### src/rtl/serial_sub_pkg.sv
`default_nettype none
// =============================================================================
// Module      : serial_sub_pkg
// Description : Shared types and defaults for the bit-serial subtractor.
// Revision    : 1.0 - initial release
// =============================================================================
package serial_sub_pkg;

    typedef enum logic [1:0] {
        ST_IDLE  = 2'd0,
        ST_SHIFT = 2'd1,
        ST_DONE  = 2'd2
    } state_t;

    localparam int unsigned DEFAULT_WIDTH = 8;

endpackage : serial_sub_pkg
`default_nettype wire

### src/rtl/full_subtractor.sv
`default_nettype none
// =============================================================================
// Module      : full_subtractor
// Description : Gate-level one-bit full subtractor (a - b - borrow_in).
// Revision    : 1.0 - initial release
// =============================================================================
module full_subtractor (
    input  logic i_a,
    input  logic i_b,
    input  logic i_borrow_in,
    output logic o_d,
    output logic o_borrow_out
);

    logic w_axb;

    assign w_axb        = i_a ^ i_b;
    assign o_d          = w_axb ^ i_borrow_in;
    assign o_borrow_out = (~i_a & i_b) | (~w_axb & i_borrow_in);

endmodule : full_subtractor
`default_nettype wire

### src/rtl/serial_subtractor.sv
`default_nettype none
// =============================================================================
// Module      : serial_subtractor
// Description : Bit-serial a - b, LSB first, one full-subtractor cell.
// Revision    : 1.0 - initial release
// =============================================================================
module serial_subtractor
    import serial_sub_pkg::*;
#(
    parameter int unsigned WIDTH = DEFAULT_WIDTH
) (
    input  logic             i_clk,
    input  logic             i_rst_n,
    input  logic             i_start,
    output logic             o_ready,
    input  logic [WIDTH-1:0] i_a,
    input  logic [WIDTH-1:0] i_b,
    output logic             o_valid,
    input  logic             i_res_ready,
    output logic [WIDTH-1:0] o_diff,
    output logic             o_borrow,
    output logic             o_overflow
);

    localparam int unsigned C_CNT_W = $clog2(WIDTH);
    localparam logic [C_CNT_W-1:0] C_CNT_LAST = C_CNT_W'(WIDTH - 1);

    state_t               state_q, state_d;
    logic [C_CNT_W-1:0]   cnt_q, cnt_d;
    logic [WIDTH-1:0]     a_sh_q, a_sh_d;
    logic [WIDTH-1:0]     b_sh_q, b_sh_d;
    logic [WIDTH-1:0]     diff_q, diff_d;
    logic                 borrow_q, borrow_d;
    logic                 ovf_q, ovf_d;

    logic                 w_d;
    logic                 w_bout;

    full_subtractor u_cell (
        .i_a          (a_sh_q[0]),
        .i_b          (b_sh_q[0]),
        .i_borrow_in  (borrow_q),
        .o_d          (w_d),
        .o_borrow_out (w_bout)
    );

    always_ff @(posedge i_clk) begin
        if (!i_rst_n) begin
            state_q  <= ST_IDLE;
            cnt_q    <= '0;
            a_sh_q   <= '0;
            b_sh_q   <= '0;
            diff_q   <= '0;
            borrow_q <= 1'b0;
            ovf_q    <= 1'b0;
        end else begin
            state_q  <= state_d;
            cnt_q    <= cnt_d;
            a_sh_q   <= a_sh_d;
            b_sh_q   <= b_sh_d;
            diff_q   <= diff_d;
            borrow_q <= borrow_d;
            ovf_q    <= ovf_d;
        end
    end

    always_comb begin
        state_d  = state_q;
        cnt_d    = cnt_q;
        a_sh_d   = a_sh_q;
        b_sh_d   = b_sh_q;
        diff_d   = diff_q;
        borrow_d = borrow_q;
        ovf_d    = ovf_q;

        case (state_q)
            ST_IDLE: begin
                if (i_start) begin
                    a_sh_d   = i_a;
                    b_sh_d   = i_b;
                    cnt_d    = '0;
                    borrow_d = 1'b0;
                    state_d  = ST_SHIFT;
                end
            end
            ST_SHIFT: begin
                a_sh_d   = {1'b0, a_sh_q[WIDTH-1:1]};
                b_sh_d   = {1'b0, b_sh_q[WIDTH-1:1]};
                diff_d   = {w_d, diff_q[WIDTH-1:1]};
                borrow_d = w_bout;
                cnt_d    = cnt_q + C_CNT_W'(1);
                if (cnt_q == C_CNT_LAST) begin
                    // Signed overflow: borrow into MSB differs from borrow out.
                    ovf_d   = borrow_q ^ w_bout;
                    state_d = ST_DONE;
                end
            end
            ST_DONE: begin
                if (i_res_ready) begin
                    state_d = ST_IDLE;
                end
            end
            default: state_d = ST_IDLE;
        endcase
    end

    assign o_ready    = (state_q == ST_IDLE);
    assign o_valid    = (state_q == ST_DONE);
    assign o_diff     = diff_q;
    assign o_borrow   = borrow_q;
    assign o_overflow = ovf_q;

endmodule : serial_subtractor
`default_nettype wire

### config.mk
export PLATFORM = sky130hd
export DESIGN_NAME = serial_subtractor
export DESIGN_NICKNAME = d
export VERILOG_FILES = /design/src/rtl/serial_sub_pkg.sv /design/src/rtl/full_subtractor.sv /design/src/rtl/serial_subtractor.sv
export SDC_FILE = /design/constraint.sdc
export NUM_CORES = 1
export LEC_CHECK = 0
export CAP_MARGIN = 20
export CELL_PAD_IN_SITES_DETAIL_PLACEMENT = 0
export CELL_PAD_IN_SITES_GLOBAL_PLACEMENT = 1
export CORE_UTILIZATION = 25
export DETAILED_ROUTE_END_ITERATION = 10
export GPL_TIMING_DRIVEN = 1
export PLACE_DENSITY = 0.56
export SKIP_LAST_GASP = 1
export SLEW_MARGIN = 20
export SYNTH_ARGS = -nofsm -noshare
export SYNTH_HDL_FRONTEND = slang
export SYNTH_SLANG_ARGS = --single-unit
### constraint.sdc
create_clock -name i_clk -period 1.5 [get_ports i_clk]
set_input_delay 0.3 -clock i_clk [delete_from_list [all_inputs] [get_ports i_clk]]
set_output_delay 0.3 -clock i_clk [all_outputs]
set_load 0.01 [all_outputs]
==> impl_metrics.yaml, run 1 <==
run_status:
  status: "finished clean"
clocking:
  post_cts_resized: 3
  clockBufferDepth: 2
  htreeDepth: 2
  cts_tree: "yes"
  clk_pin_slew_worst_paths_ns: 0.06
  cts-root-buf: "clkbuf_8"
  cts_sinks: 31
  cts_buffers: 5
  post-cts-setup-buffers: 0
  ctsHoldBuffers: 0
  clock_latency_ns: 0.28
synth:
  synthCells: 138
  syn-cell-area_um2: 1254
  synth_cell_type_count: 24
  synth_xor_area_frac: 0.006986
  synth_compound_area_frac: 0.2535
  synth.yosys.seq_area_share: 0.4950
  synth-adder-area-share: 0.03593
  yosys.area_share.simple: 0.1078
  yosysWarnings: 0
  synth_top_family_by_area: "compound AO/OA/AOI/OAI gates"
  ys_seq_elements: 31
  synth_mux_area_frac: 0.007984
  syn_area_per_cell_um2: 9.085
  synth_fp_nets: 161
global_route:
  first_global_vias: 1162
  grt_usage: 0.1313
  grt_pass1_wl_um: 5223
  grt_max_degree: 18
  overflow: 0
  antenna_found_initial: 0
detailed_routing:
  drt-total-wl_um: 3047
  vias: 1111
  detail-route-antenna-nets: 0
  viasPerCell: 4.591
  first_pass_iters: 4
  routedWlPerCell_um: 12.59
  drt-initial-drc-count: 62
  drcViolationCount: 0
sta:
  fin_tns_setup_ns: 0
  fin_skew_ns: 0.005153
  setup_viol: 0
  hold_viol: 0
  worst_slew_pin_slew_ns: 0.3191
  fin_crit_ns: 1.436
  layout_setup_ws_ns: 0.06404
  finalCritPeriodShare: 0.9573
  rsz0062_at_grt: "false"
  slew_headroom: 0.7868
  finalMaxSlewViolations: 0
  fmax_ghz: 0.6964
cells_and_area:
  layout-drive-gt1-share: 0.1086
  layout_common_cells: "dfxtp_1, a21oi_1, clkdlybuf4s50_1"
  stdcell_area_um2: 1787
  area_growth_pct: 42.51
  final_util: 0.3733
  layout_commonest_cell: "dfxtp_1"
  antenna_cells: 0
  final_nets: 199
  layout.cells.non_filler: 242
floorplanning:
  start_util: 0.2620
  ioPinCount: 32
  dieHeight_um: 72.82
  die_w_um: 72.82
  std_cell_rows: 25
  die_area_um2: 5302
  coreArea_um2: 4786
pwr:
  comb_power_share: 0.142
  net-switching-power_mw: 0.4236
  power.internal_mw: 1.312
  clkPwrFrac: 0.339
  p_sw_frac: 0.2441
  peakVddDrop_mv: 0.4414
  powerDensity_nw_per_um2: 971.4
  p_leak_nw: 0.7926
  pwr-share-seq: 0.519
hold_path:
  min_to: "b_sh_q[6]$_SDFFE_PN0P_"
  worstHoldStart: "b_sh_q[6]$_SDFFE_PN0P_"
  hold_path.class: "reg -> reg"
  hold-path-cell-count: 2
placement:
  portBuffers: 31
  dpl.hpwl_um: 2090
  placed_cells: 236
  pre_cts_slack_ns: -0.2299
  place.gp.congestion: 0.7031
  dpl_cell_area_um2: 1692
setup_path:
  cp_max_fo: 2
  crit_family: "buffers and inverters"
  max_stage_delay_ns: 0.53
  cp_num_buf_inv: 1
  worstPathRequired_ns: 1.20
  endpoint_kind: "primary output"
  r2r_end: "a_sh_q[0]$_SDFFE_PN0P_"
  critPathSlowestCell: "clkdlybuf4s50_1"
  crit_path_start_kind: "flip-flop"
  rr_worst_depth: 4
  r2r_setup_slack_ns: 0.20
  arrival_ns: 1.14
  rr_startpoint: "state_q[0]$_SDFFE_PN0P_"
  path_cells: "clkdlybuf4s50_1"
  critPathKind: "reg -> out"
flow_run:
  max-cap-violations: 0
-- kinds of logic (layout without fill, tap and decap cells) --
group	count (synthesis)	in the layout
adder cells (fa/ha/maj)	3	3
buffers and inverters	26	63
multiplexers	1	1
XOR/XNOR	1	1
AND/OR/NAND/NOR	28	28
AO/OA/AOI/OAI	48	48
flip-flops	31	31
-- state kept, by name, indices dropped and copies added (netlist names) --
| name | flops |
|---|---|
| o_overflow | 1 |
| state_q | 2 |
| o_diff | 8 |
| b_sh_q | 8 |
| a_sh_q | 8 |
| cnt_q | 3 |
| o_borrow | 1 |
-- synthesized netlist by cell type, drive strengths merged --
| library cell | count | area [um2] |
|---|---|---|
| inv | 15 | 56.30 |
| a21oi | 24 | 120.1 |
| clkinv | 1 | 3.750 |
| o221ai | 14 | 122.6 |
| clkbuf | 5 | 18.77 |
| buf | 5 | 37.53 |
| nor2b | 1 | 6.260 |
| dfxtp | 31 | 620.6 |
| mux2i | 1 | 10.01 |
| or2b | 1 | 7.510 |
| a311oi | 1 | 8.760 |
| o21bai | 1 | 11.26 |
| nor2 | 8 | 30.03 |
| a211oi | 2 | 15.01 |
| o21ai | 2 | 10.01 |
| and2b | 1 | 7.510 |
| fa | 1 | 20.02 |
| ha | 2 | 25.02 |
| a22oi | 4 | 30.03 |
| or4bb | 2 | 22.52 |
| or3b | 1 | 8.760 |
| nand2 | 14 | 52.55 |
| xnor2 | 1 | 8.760 |
-- through the flow --
step,total power [mW],hold WS [ns]
CTS,1.761,0.4495
floorplan,1.042,0.4239
global placement,1.157,0.4350
global route,1.833,0.4734
detailed placement,1.167,0.4399
finish,1.736,0.4459
-- final cells by class --
cell class,count,area [um2]
fill,498,2999
sequential,31,621.8
multi-input combinational,81,524.3
timing repair buffer,41,424.2
tap,67,83.83
clock buffer,6,72.57
inverter,16,60.06
-- power by group through the flow --
stage	clock network, mW	logic (mW)	registers [mW]
global placement	0	0.242	0.915
CTS	0.611	0.250	0.900
floorplan	0	0.132	0.910
global route	0.650	0.275	0.907
finish	0.589	0.247	0.900
detailed placement	0	0.250	0.917
-- worst max-delay path by stage --
stage,from,end,slack (ns),cells past startpoint
2_1_floorplan,state_q[0]$_SDFFE_PN0P_,a_sh_q[0]$_SDFFE_PN0P_,0.14,6
3_3_place_gp,i_start,b_sh_q[0]$_SDFFE_PN0P_,-0.24,5
3_5_place_dp,i_start,a_sh_q[0]$_SDFFE_PN0P_,-0.23,5
4_1_cts,state_q[0]$_SDFFE_PN0P_,o_valid,-0.02,2
5_1_grt,i_start,a_sh_q[0]$_SDFFE_PN0P_,0.01,5
6_report,o_overflow$_SDFFE_PN0P_,o_overflow,0.06,1
-- metal layers --
metal / up-vias / GRT usage / routed length [um]
met5: - / 0 / 0
met4: 0 / 0.05882 / 61
met3: 8 / 0.04144 / 183
met2: 30 / 0.2181 / 1501
met1: 516 / 0.1550 / 1299
li1: 557 / - / -
No activity file was read; power rests on OpenSTA's default activity.
==> run 2: changes to the inputs <==
CTS_CLUSTER_DIAMETER = 40   (was not set)
==> results of run 2 <==
The final DEF is identical to that of run 1; final timing and power are the same.
==> run 3: changes to the inputs <==
CELL_PAD_IN_SITES_DETAIL_PLACEMENT = not set   (was 0)
CELL_PAD_IN_SITES_GLOBAL_PLACEMENT = not set   (was 1)
PLACE_DENSITY = 0.44   (was 0.56)
==> impl_metrics.yaml, run 3 (synthesis results as in run 1) <==
placement:
  dpl_cell_area_um2: 1684
  place.gp.congestion: 0.7744
  portBuffers: 31
  placed_cells: 235
  dpl.hpwl_um: 2018
setup_path:
  r2r_end: "b_sh_q[0]$_SDFFE_PN0P_"
  cp_max_fo: 14
  critPathKind: "in -> reg"
  worstPathRequired_ns: 1.66
  rr_worst_depth: 3
  rr_startpoint: "state_q[0]$_SDFFE_PN0P_"
  endpoint_kind: "flip-flop"
  crit_path_start_kind: "primary input"
  arrival_ns: 1.60
  r2r_setup_slack_ns: 0.16
cells_and_area:
  antenna_cells: 0
  layout.cells.non_filler: 243
  fillers: 493
  area_growth_pct: 43.71
  layout_commonest_cell: "dfxtp_1"
  regArea_um2: 623.1
  layout-drive-gt1-share: 0.1136
  layout_common_cells: "dfxtp_1, a21oi_1, clkdlybuf4s50_1"
  final_nets: 198
  stdcell_area_um2: 1802
  multi_input_area_um2: 518.0
floorplanning:
  ioPinCount: 32
  die_area_um2: 5302
  std_cell_rows: 25
  start_util: 0.2620
  dieHeight_um: 72.82
  die_w_um: 72.82
  coreArea_um2: 4786
global_route:
  grt_max_degree: 22
  grt_usage: 0.1256
  overflow: 0
  antenna_found_initial: 0
  grt_pass1_wl_um: 4954
  first_global_vias: 1137
detailed_routing:
  viasPerCell: 4.580
  first_pass_iters: 4
  drt-total-wl_um: 2967
  detail-route-antenna-nets: 0
  drcViolationCount: 0
  drt-initial-drc-count: 42
  vias: 1113
  routedWlPerCell_um: 12.21
flow_run:
  max-cap-violations: 0
hold_path:
  worstHoldStart: "a_sh_q[6]$_SDFFE_PN0P_"
  hold_path.class: "reg -> reg"
  hold-path-cell-count: 2
  min_to: "a_sh_q[6]$_SDFFE_PN0P_"
clocking:
  clock_latency_ns: 0.28
  htreeDepth: 2
  clockBufferDepth: 2
  clk_pin_slew_worst_paths_ns: 0.06
  cts-root-buf: "clkbuf_8"
  cts_sinks: 31
  post-cts-setup-buffers: 0
  cts_buffers: 5
  cts_tree: "yes"
pwr:
  peakVddDrop_mv: 0.6323
  p_leak_nw: 0.8023
  powerDensity_nw_per_um2: 1028
sta:
  holdWs_ns: 0.4488
  setup_viol: 0
  fmax_ghz: 0.6958
  rsz0062_at_grt: "true"
  slew_headroom: 0.7186
  finalMaxSlewViolations: 0
  fin_skew_ns: 0.004635
  hold_viol: 0
  fin_crit_ns: 1.437
  worst_slew_pin_slew_ns: 0.4222
  finalCritPeriodShare: 0.9581
run_status:
  status: "finished clean"
run 3: layout make-up:
type / instances / area share
clock buffers: 8 / 0.05556
well taps: 67 / 0.04653
repair buffers: 40 / 0.2312
multi-input cells: 81 / 0.2875
inverters: 16 / 0.03333
flip-flops and latches: 31 / 0.3458
run 3: power by group:
group	total, mW	internal [mW]	leakage [nW]	switching [mW]
clock	0.711	0.418	0.0515	0.292
combinational	0.242	0.130	0.496	0.113
sequential	0.899	0.871	0.255	0.0278
run 3: per-layer routing:
metal,track usage,up-vias,part of all wire
met4,0.05882,0,0.015
met3,0.04558,6,0.060
met2,0.2098,32,0.46
met5,0,-,0
li1,-,559,-
met1,0.1427,516,0.46
run 3: how the worst max path moves through the flow:
| stage | startpoint | endpoint | slack [ns] | depth (start not counted) |
|---|---|---|---|---|
| 2_1_floorplan | state_q[0]$_SDFFE_PN0P_ | a_sh_q[0]$_SDFFE_PN0P_ | 0.14 | 6 |
| 3_3_place_gp | i_start | b_sh_q[0]$_SDFFE_PN0P_ | -0.24 | 5 |
| 3_5_place_dp | i_start | b_sh_q[0]$_SDFFE_PN0P_ | -0.24 | 5 |
| 4_1_cts | state_q[0]$_SDFFE_PN0P_ | o_valid | -0.02 | 2 |
| 5_1_grt | i_start | b_sh_q[0]$_SDFFE_PN0P_ | -0.01 | 5 |
| 6_report | i_start | b_sh_q[0]$_SDFFE_PN0P_ | 0.06 | 5 |
run 3: what timing repair did:
action,CTS,global route
hold buffers,0,0
resized for setup,3,10
endpoints found under the setup margin,3,27
run 3: worst max-delay path, cell delays in order:
cell and delay, ns:
clkdlybuf4s50_1 0.48, or3b_1 0.34, buf_4 0.19, o221ai_1 0.22
a21oi_1 0.06
run 3: stage by stage:
stage,setup WS (ns),utilization,setup TNS [ns],total power [mW]
after floorplan,0.1441,-,0,1.042
after global placement,-0.2350,0.3519,-2.474,1.153
after detailed placement,-0.2378,0.3519,-2.842,1.163
after CTS,-0.02217,0.3720,-0.02217,1.880
after global routing,-0.01330,0.3765,-0.01330,1.946
final,0.06278,0.3765,0,1.851
